## src/rtl/down_timer.sv

```systemverilog
// down_timer: loadable down-counter emitting a one-cycle expire pulse, with
// one-shot/periodic modes, pause/resume and a fixed clock prescaler.
module down_timer #(
  parameter int WIDTH    = 8,
  parameter int PRESCALE = 1
) (
  input  logic             clk,
  input  logic             rst,
  input  logic             load,
  input  logic [WIDTH-1:0] load_val,
  input  logic             start,
  input  logic             stop,
  input  logic             mode,
  output logic [WIDTH-1:0] cnt,
  output logic             busy,
  output logic             paused,
  output logic             expire
);
  localparam int PW = PRESCALE > 1 ? $clog2(PRESCALE) : 1;
  typedef enum logic [1:0] {IDLE, RUN, PAUSED} state_t;
  state_t         state;
  logic [WIDTH-1:0] rld;
  logic [PW-1:0]  pre;
  logic           tick;
  assign tick = state == RUN && pre == PW'(PRESCALE - 1);
  always_ff @(posedge clk) begin
    if (!rst) begin
      state  <= IDLE;
      cnt    <= '0;
      rld    <= '0;
      pre    <= '0;
      busy   <= 1'b0;
      paused <= 1'b0;
      expire <= 1'b0;
    end else begin
      expire <= 1'b0;
      // a command only consumes the cycle when it acts in the current state
      if (stop && state != IDLE) begin
        if (state == RUN) begin
          state  <= PAUSED;
          paused <= 1'b1;
        end else begin
          state  <= IDLE;
          cnt    <= '0;
          busy   <= 1'b0;
          paused <= 1'b0;
        end
      end else if (load) begin
        rld <= load_val;
        cnt <= load_val;
        pre <= '0;
      end else if (start && state != RUN) begin
        if (state == PAUSED) begin
          state  <= RUN;
          paused <= 1'b0;
        end else if (rld != '0) begin
          cnt   <= rld;
          pre   <= '0;
          state <= RUN;
          busy  <= 1'b1;
        end else begin
          expire <= 1'b1;
        end
      end else if (state == RUN) begin
        pre <= tick ? '0 : pre + 1'b1;
        if (tick) begin
          if (cnt > WIDTH'(1)) begin
            cnt <= cnt - 1'b1;
          end else begin
            // cnt==0 here only after a load of 0 while running; treat as terminal
            expire <= 1'b1;
            cnt    <= mode ? rld : '0;
            if (!mode) begin
              state <= IDLE;
              busy  <= 1'b0;
            end
          end
        end
      end
    end
  end
endmodule

```

## config.mk

```make
export PLATFORM = sky130hd
export DESIGN_NAME = down_timer
export DESIGN_NICKNAME = d
export VERILOG_FILES = /design/src/rtl/down_timer.sv
export SDC_FILE = /design/constraint.sdc
export NUM_CORES = 1
export LEC_CHECK = 0
export ABC_CLOCK_PERIOD_IN_PS = 3650
export CORE_UTILIZATION = 55
export CTS_CLUSTER_DIAMETER = 30
export DETAILED_ROUTE_END_ITERATION = 16
export PLACE_DENSITY = 0.83
export SYNTH_ARGS = -nofsm -noshare
export SYNTH_HDL_FRONTEND = slang
export SYNTH_SLANG_ARGS = --single-unit
```

## constraint.sdc

```tcl
create_clock -name clk -period 3.65 [get_ports clk]
set_input_delay 0.5475 -clock clk [delete_from_list [all_inputs] [get_ports clk]]
set_output_delay 0.5475 -clock clk [all_outputs]
set_load 0.1 [all_outputs]
```

==> impl_metrics.env <==
export IMPL_status="finished clean"
export IMPL_syn_num_nets=191
export IMPL_yosysSeqAreaShare=0.320
export IMPL_final_common_cell="nand2_1"
export IMPL_io_pin_count=25
export IMPL_critPathLaunchType="flip-flop"
export IMPL_dp_hpwl_mm=2.41
export IMPL_synth_top_area_share=0.320
export IMPL_cp_num_buf_inv=1
export IMPL_grt_use_met2=0.397
export IMPL_synth_compound_area_frac=0.320
export IMPL_synthXorXnorAreaFrac=0.0127
export IMPL_place_inst=217
export IMPL_cts_resized_gates=0
export IMPL_antenna_cells=0
export IMPL_switching_share=0.393
export IMPL_ys_flop_type="dfxtp_1"
export IMPL_ys_types=47
export IMPL_crit_chain="clkdlybuf4s50_1"
export IMPL_power_frac_clock=0.241
export IMPL_vias_per_cell=6.32
export IMPL_globalplace_congestion=0.916
export IMPL_routed_wl_mm=3.36
export IMPL_io_buffers=24
export IMPL_p_switching_mw=0.305
export IMPL_worst_r2r_path_depth=5
export IMPL_syn_avg_cell_area_um2=7.86
export IMPL_crit_fanout=6
export IMPL_busiest_layer="met1"
export IMPL_grt_pass1_vias=1180
export IMPL_fmax_mhz=387
export IMPL_grtUsageMet3=0.0643
export IMPL_ant_nets=0
export IMPL_maxSlewHeadroom=0.351
export IMPL_cp_arrival_ps=2040
export IMPL_use_met1=0.405
export IMPL_cts_buffers=3
export IMPL_nets=210
export IMPL_crit_slowest_cell="clkdlybuf4s50_1"
export IMPL_drcViolationCount=0
export IMPL_worstSkewPairLatency_ps=310
export IMPL_die_y_um=52.0
export IMPL_cts_setup_buffers=0
export IMPL_synth_top_family_by_area="compound AO/OA/AOI/OAI gates"
export IMPL_reg2reg_from="state[1]"
export IMPL_timing_final_crit_share=0.708
export IMPL_vias=1396
export IMPL_synth_seq_cells=22
export IMPL_hold_start="busy"
export IMPL_seq_power_share=0.373
export IMPL_clock_path_buffers=2
export IMPL_max_cap_viol_count=0
export IMPL_hold_buffers=0
export IMPL_tightest_slew_ps=971
export IMPL_layout_min_cycle_time_ps=2580
export IMPL_syn_to_final_growth_pct=20.6
export IMPL_cp_num_cells=1
export IMPL_drive_above_1_share=0.0570
export IMPL_cts_clk_slew_worst_paths_ps=120
export IMPL_fin_worst_skew_ps=4.20
export IMPL_critPathCaptureType="output pin"
export IMPL_mostFrequentLayoutCells="nand2_1 (29), clkdlybuf4s50_1 (24), dfxtp_1 (22), o21ai_0 (17), a21boi_0 (11)"
export IMPL_yosysWarnings=0
export IMPL_wl_per_cell_um=15.2
export IMPL_muxShareOfSynthArea=0.0227
export IMPL_comb_power_share=0.386
export IMPL_yosys_area_share_adder=0.0182
export IMPL_cpPeakStageDelay_ps=1200
export IMPL_finalSetupViolations=0
export IMPL_yosys_top_cells_area="dfxtp_1 (32%), nand2_1 (7.9%), o21ai_0 (6.2%)"
export IMPL_netlist_instances=175
export IMPL_cts_sinks=22
export IMPL_finalMaxSlewViolations=0
export IMPL_grt_max_degree=24
export IMPL_antenna_found_initial=0
export IMPL_instances_no_fill=221
export IMPL_die_w_um=52.0
export IMPL_fillCellCount=184
export IMPL_fin_util=0.730
export IMPL_r2r_setup_slack_ps=1380
export IMPL_finalPower_mw=0.777
export IMPL_cts_tree="yes"
export IMPL_finalSetupTns_ps=0
export IMPL_grt_overflow=0
export IMPL_p_int_mw=0.472
export IMPL_hold_viol=0
export IMPL_cts_max_level=1
export IMPL_num_rows=17
export IMPL_cp_required_ps=3100
export IMPL_drtIter0Drc=103
export IMPL_start_util=0.605
export IMPL_synth_edf_count=0
export IMPL_yosys_area_share_simple=0.264
export IMPL_rsz0062_at_grt="no"
export IMPL_worstSetupPathType="reg -> out"
export IMPL_syn_area_um2=1380
export IMPL_grt_pass1_wl_mm=5.46
export IMPL_crit_end="cnt[4]"
export IMPL_p_leak_nw=0.574
export IMPL_dr_pass1_iters=4
export IMPL_cts_root_buf="clkbuf_4"
export IMPL_track_usage=0.270
export IMPL_synth_top_area_cell="dfxtp_1"
export IMPL_worstSetupStartpoint="cnt[4]"
export IMPL_peakVddDrop_v=0.000393
export IMPL_path_delay_family="buffers and inverters"
export IMPL_hp_class="reg -> reg"
export IMPL_rr_endpoint="cnt[2]"
export IMPL_design_die_area_um2=2710
export IMPL_ys_async_sr_fraction=0
export IMPL_core_um2=2280
export IMPL_cellPowerDensity_nw_per_um2=468
[per-stage QoR]
step                hold slack [ps]  instance area [µm²]  worst slack [ps]
floorplan                       448                 1380              1090
global placement                457                 1610               953
detailed placement              466                 1610               805
CTS                             490                 1660              1080
global route                    517                 1660               829
finish                          482                 1660              1070
[area by class of cell]
cell class                 count  area [µm²]  share of cell area
multi-input combinational    139         877               0.528
sequential                    22         440               0.265
timing repair buffer          24         240               0.145
tap                           28        35.0              0.0211
clock inverter                 1        30.0              0.0181
clock buffer                   3        22.5              0.0136
inverter                       4        15.0             0.00904
[registers in the layout, summed over array words and instances (netlist names)]
signal / flops
cnt: 8
rld: 8
state: 2
busy: 1
expire: 1
paused: 1
pre: 1
[power by group through the flow]
stage,logic (mW),registers [mW],clock network (mW)
final,0.299,0.290,0.187
after CTS,0.297,0.289,0.190
after floorplan,0.136,0.381,0
after global routing,0.321,0.293,0.200
after global placement,0.291,0.293,0
after detailed placement,0.294,0.294,0
[cells in the mapped netlist (4+ instances only)]
cell	count
clkbuf_1	5
a221oi_1	4
a21oi_1	8
a21boi_0	11
nand2_1	29
nor2_1	9
inv_1	4
o21ai_0	17
nor4_1	4
nor2b_1	4
buf_2	4
dfxtp_1	22
[metal layers]
metal / vias up / part of all wire / routed length (µm)
met4: 0 / 0.0054 / 18
met5: - / 0 / 0
li1: 689 / - / -
met2: 70 / 0.43 / 1460
met1: 635 / 0.47 / 1570
met3: 2 / 0.094 / 315
[how the worst min path moves through the flow]
stage / to / depth (start not counted)
floorplan: rld[3] / 2
global placement: busy / 2
detailed placement: busy / 2
CTS: busy / 2
global route: rld[4] / 2
finish: busy / 2
[logic make-up after synthesis]
| group | count (synthesis) |
|---|---|
| compound gates | 62 |
| xor+xnor | 2 |
| fa+ha+maj | 2 |
| buf+inv | 14 |
| flops | 22 |
| mux | 3 |
| simple gates | 70 |
(Power assumes the default switching activity.)
